## config.mk

```make
export PLATFORM = sky130hd
export DESIGN_NAME = brcomp_iter
export DESIGN_NICKNAME = d
export VERILOG_FILES = /design/src/rtl/brcomp_pkg.sv /design/src/rtl/brcomp_chunk.sv /design/src/rtl/brcomp_iter.sv
export SDC_FILE = /design/constraint.sdc
export NUM_CORES = 1
export LEC_CHECK = 0
export ABC_AREA = 1
export BUFFER_PORTS_ARGS = -buffer_cell sky130_fd_sc_hd__buf_2
export CAP_MARGIN = 20
export CORE_MARGIN = 5
export CORE_UTILIZATION = 40
export CTS_CLUSTER_DIAMETER = 50
export CTS_CLUSTER_SIZE = 20
export DETAILED_ROUTE_END_ITERATION = 6
export GPL_ROUTABILITY_DRIVEN = 1
export HOLD_SLACK_MARGIN = 0.1
export PLACE_DENSITY = 0.69
export SYNTH_ARGS = -nofsm -noshare
export SYNTH_HDL_FRONTEND = slang
export SYNTH_HIERARCHICAL = 1
export SYNTH_SLANG_ARGS = --single-unit
```

## constraint.sdc

```tcl
create_clock -name clk_i -period 2.15 [get_ports clk_i]
set_input_delay 0.215 -clock clk_i [delete_from_list [all_inputs] [get_ports clk_i]]
set_output_delay 0.215 -clock clk_i [all_outputs]
set_load 0.005 [all_outputs]
```

## src/rtl/brcomp_pkg.sv

```systemverilog
// Shared definitions for the iterative branch comparator and its users.
package brcomp_pkg;

  // Default operand width and per-cycle chunk width.
  localparam int XLEN_DEF  = 32;
  localparam int CHUNK_DEF = 8;

  // Controller state encoding.
  typedef enum logic [1:0] {
    IDLE = 2'd0,
    CMP  = 2'd1,
    DONE = 2'd2
  } state_e;

endpackage

```

## src/rtl/brcomp_chunk.sv

```systemverilog
// Combinational unsigned compare of one CHUNK-bit slice.
module brcomp_chunk #(
  parameter int CHUNK = 8
) (
  input  logic [CHUNK-1:0] a,
  input  logic [CHUNK-1:0] b,
  output logic             lt,
  output logic             eq
);

  assign lt = (a < b);
  assign eq = (a == b);

endmodule

```

## src/rtl/brcomp_iter.sv

```systemverilog
// Multi-cycle branch comparator: walks the operands MSB chunk first and
// stops at the first chunk that differs.
module brcomp_iter
  import brcomp_pkg::*;
#(
  parameter  int XLEN   = XLEN_DEF,
  parameter  int CHUNK  = CHUNK_DEF,
  localparam int NCHUNK = (CHUNK > 0) ? (XLEN / CHUNK) : 1
) (
  input  logic                     clk_i,
  input  logic                     rst_ni,
  input  logic                     valid_i,
  output logic                     ready_o,
  input  logic [XLEN-1:0]          rs1_i,
  input  logic [XLEN-1:0]          rs2_i,
  input  logic                     br_unsign,
  output logic                     valid_o,
  output logic                     br_less_o,
  output logic                     br_equal_o,
  output logic                     busy_o,
  output logic [$clog2(NCHUNK):0]  chunks_o
);

  localparam int IDXW = (NCHUNK > 1) ? $clog2(NCHUNK) : 1;
  localparam int CNTW = $clog2(NCHUNK) + 1;
  localparam logic [XLEN-1:0] SIGN_MSK = XLEN'(1) << (XLEN - 1);

  if (CHUNK < 1) begin : g_bad_chunk
    $error("brcomp_iter: CHUNK must be at least 1");
  end else if ((XLEN % CHUNK) != 0) begin : g_bad_split
    $error("brcomp_iter: XLEN must be a multiple of CHUNK");
  end

  state_e            r_state;
  logic [XLEN-1:0]   r_a;
  logic [XLEN-1:0]   r_b;
  logic [IDXW-1:0]   r_idx;
  logic [CNTW-1:0]   r_cnt;
  logic              r_less;
  logic              r_equal;
  logic [CNTW-1:0]   r_chunks;

  logic [XLEN-1:0]   w_flip;
  logic [CHUNK-1:0]  w_ca;
  logic [CHUNK-1:0]  w_cb;
  logic              w_lt;
  logic              w_eq;

  // Signed compare becomes unsigned once the sign bits are inverted; this
  // is folded into the operand latch so only the top chunk is affected.
  assign w_flip = br_unsign ? '0 : SIGN_MSK;

  // Select the chunk currently under examination.
  always_comb begin
    w_ca = r_a[int'(r_idx) * CHUNK +: CHUNK];
    w_cb = r_b[int'(r_idx) * CHUNK +: CHUNK];
  end

  brcomp_chunk #(.CHUNK(CHUNK)) u_chunk (
    .a  (w_ca),
    .b  (w_cb),
    .lt (w_lt),
    .eq (w_eq)
  );

  // Controller: accept, walk chunks with early exit, then pulse done.
  always_ff @(posedge clk_i or negedge rst_ni) begin
    if (!rst_ni) begin
      r_state  <= IDLE;
      r_a      <= '0;
      r_b      <= '0;
      r_idx    <= '0;
      r_cnt    <= '0;
      r_less   <= 1'b0;
      r_equal  <= 1'b0;
      r_chunks <= '0;
    end else begin
      case (r_state)
        IDLE: begin
          if (valid_i) begin
            r_a     <= rs1_i ^ w_flip;
            r_b     <= rs2_i ^ w_flip;
            r_idx   <= IDXW'(NCHUNK - 1);
            r_cnt   <= '0;
            r_state <= CMP;
          end
        end
        CMP: begin
          r_cnt <= r_cnt + CNTW'(1);
          if (!w_eq) begin
            r_less   <= w_lt;
            r_equal  <= 1'b0;
            r_chunks <= r_cnt + CNTW'(1);
            r_state  <= DONE;
          end else if (r_idx == '0) begin
            r_less   <= 1'b0;
            r_equal  <= 1'b1;
            r_chunks <= CNTW'(NCHUNK);
            r_state  <= DONE;
          end else begin
            r_idx <= r_idx - IDXW'(1);
          end
        end
        DONE:    r_state <= IDLE;
        default: r_state <= IDLE;
      endcase
    end
  end

  assign ready_o    = (r_state == IDLE);
  assign busy_o     = (r_state != IDLE);
  assign valid_o    = (r_state == DONE);
  assign br_less_o  = r_less;
  assign br_equal_o = r_equal;
  assign chunks_o   = r_chunks;

endmodule

```

# Word-level counts from Yosys, hierarchy flattened
# Cells that the tools add are included.
# W data, S select, Z words.
[totals]
in_bits = 68
elab_cells = 49
regBits = 76
[op_classes]
bitwise = 2
shift = 2
mux = 17
n_eq_ne = 8
reduce_logical = 9
add_sub_neg = 2
magnitude_cmp = 1
[ops]
columns = ["operator", "count"]
rows = [
  ["$shiftx A32 B6 Y8", 2],
  ["$xor A32 B32 Y32", 2],
  ["$mux W32", 1],
  ["$mux W2", 6],
  ["$mux W3", 3],
  ["$eq A8 B8 Y1", 1],
  ["$lt A8 B8 Y1", 1],
  ["$pmux W2 S2", 2],
  ["$reduce_and A2 Y1", 4],
  ["$ne A2 B2 Y1 const B", 3],
  ["$pmux W3 S2", 1],
  ["$logic_not A2 Y1", 2],
  ["$mux W1", 4],
  ["$reduce_and A4 Y1", 1],
  ["$reduce_bool A2 Y1", 2],
  ["$add A3 B1 Y3 const B", 1],
  ["$ne A3 B3 Y1 const B", 1],
  ["$eq A2 B1 Y1 const B", 1],
  ["$eq A2 B2 Y1 const B", 1],
  ["$ne A2 B1 Y1 const B", 1],
  ["$sub A2 B1 Y2 const B", 1],
]

# Logic depth before layout (Yosys ltp)
# Gate-level depths: netlist (run 1).
[logic_depth]
word_depth = 4
depth_mapped = 17
mapped_depth_nobuf = 16

# By module
# The synthesis (run 1) kept the hierarchy.
[modules_own_cells]
columns = ["module", "seq_area_each_um2", "n_inst", "cells_each", "area_each_um2"]
rows = [
  ["brcomp_iter", 1901.8, 1, 448, 3533.4],
  ["brcomp_chunk", 0.0, 1, 37, 221.5],
]

# Worst setup path after synthesis (run 1)
# Ideal clock, no wire load.
[synth_path]
kind = "register -> register"
startpoint = "register r_idx[0]"
endpoint = "register r_idx[1]"
required_time_ns = 2.032
stages_incl_launch_ff = 17
arrival_ns = 2.029
path_buffers = 2
setup_slack_ns = 0.004
path_cell_list = "dfrtp_1 > inv_1 > buf_2 > buf_2 > nand2_1 > o211ai_1 > nand2_1 > ha_1 > nand2_1 > inv_1 > nand3_1 > nor3_2 > inv_1 > nor2_1 > nand2_1 > nand3_1 > nand2_1"
[synth_between]
elab_chain_len = 4
[synth_rtl]
columns = ["item", "line", "text"]
rows = [
  ["start: declaration", "brcomp_iter.sv:37", "logic [IDXW-1:0] r_idx;"],
  ["start signal: assignment", "brcomp_iter.sv:83", "r_idx <= IDXW'(NCHUNK - 1);"],
  ["start signal: assignment", "brcomp_iter.sv:101", "r_idx <= r_idx - IDXW'(1);"],
  ["$shiftx A32 B6 Y8", "brcomp_iter.sv:55", "w_ca = r_a[int'(r_idx) * CHUNK +: CHUNK];"],
  ["named net w_ca[3]", "brcomp_iter.sv:44", "logic [CHUNK-1:0] w_ca;"],
  ["$eq A8 B8 Y1", "brcomp_chunk.sv:12", "assign eq = (a == b);"],
  ["named net w_eq", "brcomp_iter.sv:47", "logic w_eq;"],
  ["$ne A2 B2 Y1 (no source line)", "--", ""],
  ["$reduce_and A4 Y1 (no source line)", "--", ""],
]
# The timed path passes the listed nets, and every way through them passes these cells. The select of a mux whose other input is x is not followed.
# A chain may end at the register's enable or synchronous reset.

# Worst setup path in the final report (run 1)
[layout_path]
startpoint = "register r_idx[0]"
endpoint = "register r_idx[0]"
[layout_between]
elab_chain_len = 4
[layout_rtl]
columns = ["item", "line", "text"]
rows = [
  ["$shiftx A32 B6 Y8", "brcomp_iter.sv:56", "w_cb = r_b[int'(r_idx) * CHUNK +: CHUNK];"],
  ["named net w_cb[5]", "brcomp_iter.sv:45", "logic [CHUNK-1:0] w_cb;"],
  ["$eq A8 B8 Y1", "brcomp_chunk.sv:12", ""],
  ["named net w_eq", "brcomp_iter.sv:47", ""],
  ["$ne A2 B2 Y1 (no source line)", "--", ""],
  ["$reduce_and A4 Y1 (no source line)", "--", ""],
]
# The timed path passes the listed nets, and every way through them passes these cells. The select of a mux whose other input is x is not followed.

==> flow_summary.yaml, run 1 <==
layout:
  num_antenna_cells: 0
  instances_no_fill: 743
  layout_common_cells: "nand2_1, dfrtp_1, buf_2, dlygate4sd3_1, nor2_1"
  fillers: 843
  register_area_sq_mm: 0.00190
  nNetsFinal: 707
  multi_input_area_sq_mm: 0.00167
  drive_gt1_share_pct: 21.0
  areaGrowthSynthToFinish_pct: 39.2
  mostFrequentLayoutCell: "nand2_1"
route:
  dr.pass1.iters: 4
  viasPerCell: 4.73
  routedWlPerCell_um: 13.4
  via_count: 3512
  wl_mm: 9.94
  drt-initial-drc-count: 186
  post-route-drc-count: 0
  final_antenna_net_count: 0
sta:
  rsz0062_at_grt: "true"
  fin_skew_ns: 0.00870
  post-route-period-util_pct: 102
  hold_viol: 0
  tns_ns: -0.0472
  setup_ws_ns: -0.0332
  fmax_mhz: 458
  relSlewSlack_pct: 36.9
  finalCriticalPeriod_ns: 2.18
  slew_violations: 0
  setup_viol: 3
  worst_slew_pin_slew_ns: 0.947
run:
  drv_cap: 0
synthesis:
  yosys.area.top_type: "dfrtp_1"
  ys_async_sr_fraction_pct: 100
  synth_edf_count: 0
  ys_warn_count: 6
  ys_ff_latch: 76
  ys_seq_area_share_pct: 50.6
  avgSynthCellArea_sq_um: 7.74
  synth_top_cell_area_share_pct: 50.6
  netlist_instances: 485
  synthesis.area_sq_mm: 0.00375
  synth.distinct_cells: 21
  synth_area_leaders: "dfrtp_1, nand2_1, o21ai_0, nor2_1, inv_1"
  synth_nets: 563
  yosys_most_used_dff: "dfrtp_1"
worst_setup_path:
  crit_arrival_ns: 2.41
  crit_buf_inv: 4
  path_delay_family: "simple AND/OR/NAND/NOR gates"
  slowest_stage: "dfrtp_1"
  path_max_fanout: 10
  max_stage_delay_ns: 0.41
  crit_chain: "inv_4 -> buf_12 -> nor2_1 -> nor2_1 -> o21ai_0 -> nand2_1 -> inv_1 -> ha_1 -> nand2_2 -> nor3_4 -> inv_2 -> nor2_4 -> nand2_2 -> nand3_2 -> nand2_1"
  cp_data_required_time_ns: 2.38
  critPathLaunchType: "flip-flop"
  path_class: "reg2reg"
  end_kind: "flip-flop"
placed_design:
  dp.cells: 662
  portBuffers: 75
  dpl.hpwl_mm: 6.50
  place_ws_ns: -0.149
  gp_routability_congestion: 0.828
floorplanning:
  row_count: 35
  dieArea_sq_mm: 0.0114
  die_h_um: 107
  start_util_pct: 40.8
  ioPinCount: 76
  die_x_um: 107
  core_sq_mm: 0.00920
global_route:
  grt.total_usage_pct: 17.7
  grt_pass1_wl_mm: 16.1
  antenna_found_initial: 0
  first_global_vias: 3482
  grt-ovfl-total: 0
  grt_max_degree: 77
run_status:
  outcome: "finished with violations"
  violations: "setup timing"
cts:
  clk-insertion-delay-late_ns: 0.34
  cts_buffers: 9
  cts_tree: "built"
  clkTransAtPathRegs_ns: 0.07
  h-tree-depth: 3
  clkSinkCount: 76
  root_buffer: "clkbuf_8"
  clk_path_buf_depth: 2
pwr:
  p_clk_share_pct: 14.6
  p_int_mw: 4.12
  p_per_area_mw_per_mm2: 1340
  p_comb_share_pct: 50.8
  vdd_drop_max_mv: 0.490
  power.leakage_nw: 2.76
  netSwitchingPower_mw: 2.87
  switching_share_pct: 41.1
  seq_power_share_pct: 34.7
hold_path:
  worstHoldPathType: "in2reg"
## cell usage after synthesis (all sizes together) (2+ instances only)
library cell / count
xor2: 2
dfrtp: 76
nand2: 226
clkbuf: 5
a21oi: 3
nor2: 45
ha: 10
o211ai: 14
buf: 19
inv: 36
nand3: 7
o21ai: 39
## worst min-delay path: cells and delay by family
kind / cells / cell delay [ns]
and+or+nand+nor: 1 / 0.04
buffers and inverters: 1 / 0.07
AOI/OAI and AO/OA: 1 / 0.09
## stage by stage
| stage | hold WS [ns] | util [%] | cell area [sq um] | power [mW] |
|---|---|---|---|---|
| after floorplan | -0.0806 | - | 3750 | 4.39 |
| after global placement | 0.412 | 46.2 | 4250 | 5.16 |
| after detailed placement | 0.413 | 46.2 | 4250 | 5.28 |
| after CTS | 0.119 | 55.5 | 5100 | 6.56 |
| after global routing | 0.144 | 56.8 | 5230 | 7.61 |
| final | 0.124 | 56.8 | 5230 | 6.99 |
## state kept, by name (all words and copies together), names as in the netlist
name	cells
r_a	32
r_b	32
chunks_o	3
r_cnt	3
r_idx	2
r_state	2
br_equal_o	1
br_less_o	1
## power groups by stage
stage,clock network [mW],registers [mW],logic (mW)
4_1_cts,1.03,2.41,3.12
5_1_grt,1.09,2.48,4.04
3_5_place_dp,0,2.42,2.87
6_report,1.02,2.42,3.55
2_1_floorplan,0,2.31,2.07
3_3_place_gp,0,2.40,2.75
## metal layers
layer	track usage [%]	wire (um)	up-vias
met5	0	0	-
met4	7.49	212	0
met3	3.43	451	17
met2	30.1	4960	98
met1	22.0	4320	1610
li1	-	-	1787
## cells by family after synthesis
logic type | synth area share [%]
DFF | 50.6
xor gates and xnor gates | 0.700
AOI/OAI and AO/OA | 8.60
adders and majority gates | 3.33
and+or+nand+nor | 28.8
buffers and inverters | 7.96
## worst paths after layout
path,start,to,slack (ns),cells past startpoint
max,r_idx[0],r_idx[0],-0.03,15
min reg2reg,r_a[1],r_a[1],0.48,2
max reg2reg,r_idx[0],r_idx[0],-0.03,15
min in group asynchronous,rst_ni,r_a[19],0.57,2
min,rs2_i[20],r_b[20],0.12,3
max in group asynchronous,rst_ni,r_b[29],0.99,2
## final cells by class
class | instances | share of cell area [%]
multi-input combinational | 349 | 31.9
clock inverter | 3 | 0.766
inverter | 36 | 2.63
timing repair buffer | 157 | 23.2
tap | 111 | 2.66
clock buffer | 11 | 2.51
sequential | 76 | 36.4
## timing repair
item	CTS	global route
endpoints found under the hold margin	137	0
gates cloned	1	2
endpoints found under the setup margin	9	9
resized for setup	14	20
buffers inserted	1	2
pin swaps	6	8
hold buffers	62	0
(Power assumes the default switching activity.)
==> run 2: changes to the inputs <==
--- a/config.mk
+++ b/config.mk
@@ -7,7 +7,8 @@
 export LEC_CHECK = 0
 export ABC_AREA = 1
+export ABC_CLOCK_PERIOD_IN_PS = 2150
 export BUFFER_PORTS_ARGS = -buffer_cell sky130_fd_sc_hd__buf_2
 export CAP_MARGIN = 20
-export CORE_MARGIN = 5
+export CORE_MARGIN = 2
 export CORE_UTILIZATION = 40
 export CTS_CLUSTER_DIAMETER = 50
==> constraint.sdc (replaced) <==
create_clock -name clk_i -period 2.15 [get_ports clk_i]
set_input_delay 0.215 -clock clk_i [delete_from_list [all_inputs] [get_ports clk_i]]
set_output_delay 0.215 -clock clk_i [all_outputs]
set_load 0.05 [all_outputs]
==> run 2 against run 1 <==
Net effect:
- the flow still finishes with violations (setup timing)
- critical endpoint unchanged
- sequential power about the same
- global-route usage is 2.9 points higher
- cell area increased by 4.2%
- sequential share of layout area down 1.5 points
==> flow_summary.yaml, run 2 (synthesis gave the netlist of run 1 again) <==
sta:
  slew_violations: 0
  relSlewSlack_pct: 63.2
  post-route-period-util_pct: 105
  rsz0062_at_grt: "true"
  fmax_mhz: 444
  setup_viol: 7
  worst_slew_pin_slew_ns: 0.551
  hold_viol: 0
  finalCriticalPeriod_ns: 2.25
  fin_skew_ns: 0.00828
  setup_ws_ns: -0.100
  tns_ns: -0.418
route:
  wl_mm: 9.89
  viasPerCell: 4.76
  final_antenna_net_count: 0
  dr.pass1.iters: 4
  via_count: 3549
  post-route-drc-count: 0
  routedWlPerCell_um: 13.3
  drt-initial-drc-count: 209
worst_setup_path:
  critPathLaunchType: "flip-flop"
  r2r_slack_ns: -0.10
  cp_data_required_time_ns: 2.38
  rr_worst_depth: 14
  end_kind: "flip-flop"
  path_class: "reg2reg"
  endpoint: "r_idx[0]"
  crit_arrival_ns: 2.48
  cp-startpoint: "r_idx[0]"
  timing.rr.start: "r_idx[0]"
  worstReg2RegEnd: "r_idx[0]"
  path_max_fanout: 9
cts:
  h-tree-depth: 3
  root_buffer: "clkbuf_8"
  cts_buffers: 9
  clk-insertion-delay-late_ns: 0.35
  clkSinkCount: 76
  cts_tree: "built"
  clkTransAtPathRegs_ns: 0.07
  clk_path_buf_depth: 2
global_route:
  antenna_found_initial: 0
  grt_max_degree: 56
  grt_pass1_wl_mm: 16.4
  first_global_vias: 3558
  grt.total_usage_pct: 20.7
  grt-ovfl-total: 0
layout:
  areaGrowthSynthToFinish_pct: 45.1
  layout_common_cells: "nand2_1, dfrtp_1, buf_2, dlygate4sd3_1, nor2_1"
  fin_area_sq_mm: 0.00545
  mostFrequentLayoutCell: "nand2_1"
  nNetsFinal: 709
  fillers: 744
  drive_gt1_share_pct: 22.8
  reg_top3: "r_a: 32 flops, r_b: 32 flops"
  num_antenna_cells: 0
floorplanning:
  start_util_pct: 41.0
  core_sq_mm: 0.00915
  dieArea_sq_mm: 0.0102
  ioPinCount: 76
  die_x_um: 101
  row_count: 35
  die_h_um: 101
pwr:
  vdd_drop_max_mv: 0.619
  power.leakage_nw: 2.85
  power_mw: 7.99
  p_per_area_mw_per_mm2: 1470
placed_design:
  portBuffers: 75
  place_area_sq_mm: 0.00428
  gp_routability_congestion: 0.840
  dpl.hpwl_mm: 6.16
hold_path:
  min_path_cells: 3
  worstHoldPathType: "in2reg"
run_status:
  outcome: "finished with violations"
  violations: "setup timing"
run:
  drv_cap: 0
==> run 2: cell types whose count changed in the layout (fill, tap and decap cells not counted), moves of 3 or more <==
cell	delta
buf_16	+4
nand2_4	+3
o21ai_0	-5
o21ai_1	+5
==> run 2: where the power goes <==
part | internal (mW) | leakage [nW] | switching, mW
Sequential | 2.05 | 0.939 | 0.395
Combinational | 1.84 | 1.79 | 2.41
Clock | 0.792 | 0.122 | 0.505
Total | 4.69 | 2.85 | 3.31
==> run 2: how the worst min path moves through the flow <==
stage	start	endpoint
2_1_floorplan	rst_ni	br_equal_o
3_3_place_gp	rst_ni	r_b[16]
3_5_place_dp	rst_ni	r_b[16]
4_1_cts	rs1_i[27]	r_a[27]
5_1_grt	rs1_i[27]	r_a[27]
6_report	rs1_i[27]	r_a[27]
==> run 2: final cells by class <==
cell class                      count  area (sq um)  area share [%]
Timing Repair Buffer              159          1300            23.9
Clock inverter                      5           100            1.84
Tap cell                          111           139            2.55
Multi-Input combinational cell    349          1730            31.7
Sequential cell                    76          1900            34.9
Inverter                           36           140            2.57
Clock buffer                       10           138            2.53
==> run 2: repair_timing <==
action | CTS | global route
gates cloned | 5 | 0
buffers inserted | 0 | 4
hold buffers | 60 | 0
hold endpoints to repair | 94 | 0
resized for setup | 44 | 13
setup endpoints to repair | 7 | 9
pin swaps | 9 | 3
==> run 2: per-layer routing <==
layer	GRT usage [%]	wire, um	up-vias
li1	-	-	1798
met1	26.4	4400	1660
met2	35.0	4950	80
met3	4.09	381	11
met4	7.06	150	0
met5	0	0	-
==> run 2: critical path, cell delays in order, from the launching register on <==
cell	delay, ns
dfrtp_1	0.41
clkinv_4	0.17
buf_16	0.18
o211ai_1	0.18
nand2_1	0.13
ha_4	0.28
nand2_2	0.04
inv_2	0.07
nand3_4	0.08
nor3_4	0.16
inv_2	0.08
nor2_4	0.11
nand2_2	0.10
nand3_2	0.07
nand2_1	0.06
==> run 2: stage by stage <==
step / utilization [%] / std cells / worst slack [ns] / hold slack, ns
after floorplan: - / 485 / 0.00360 / -0.0806
after global placement: 46.7 / 663 / -0.0380 / 0.209
after detailed placement: 46.7 / 663 / -0.0915 / 0.214
after CTS: 58.9 / 743 / -0.0121 / 0.104
after global routing: 59.5 / 746 / -0.254 / 0.111
final: 59.5 / 746 / -0.100 / 0.110
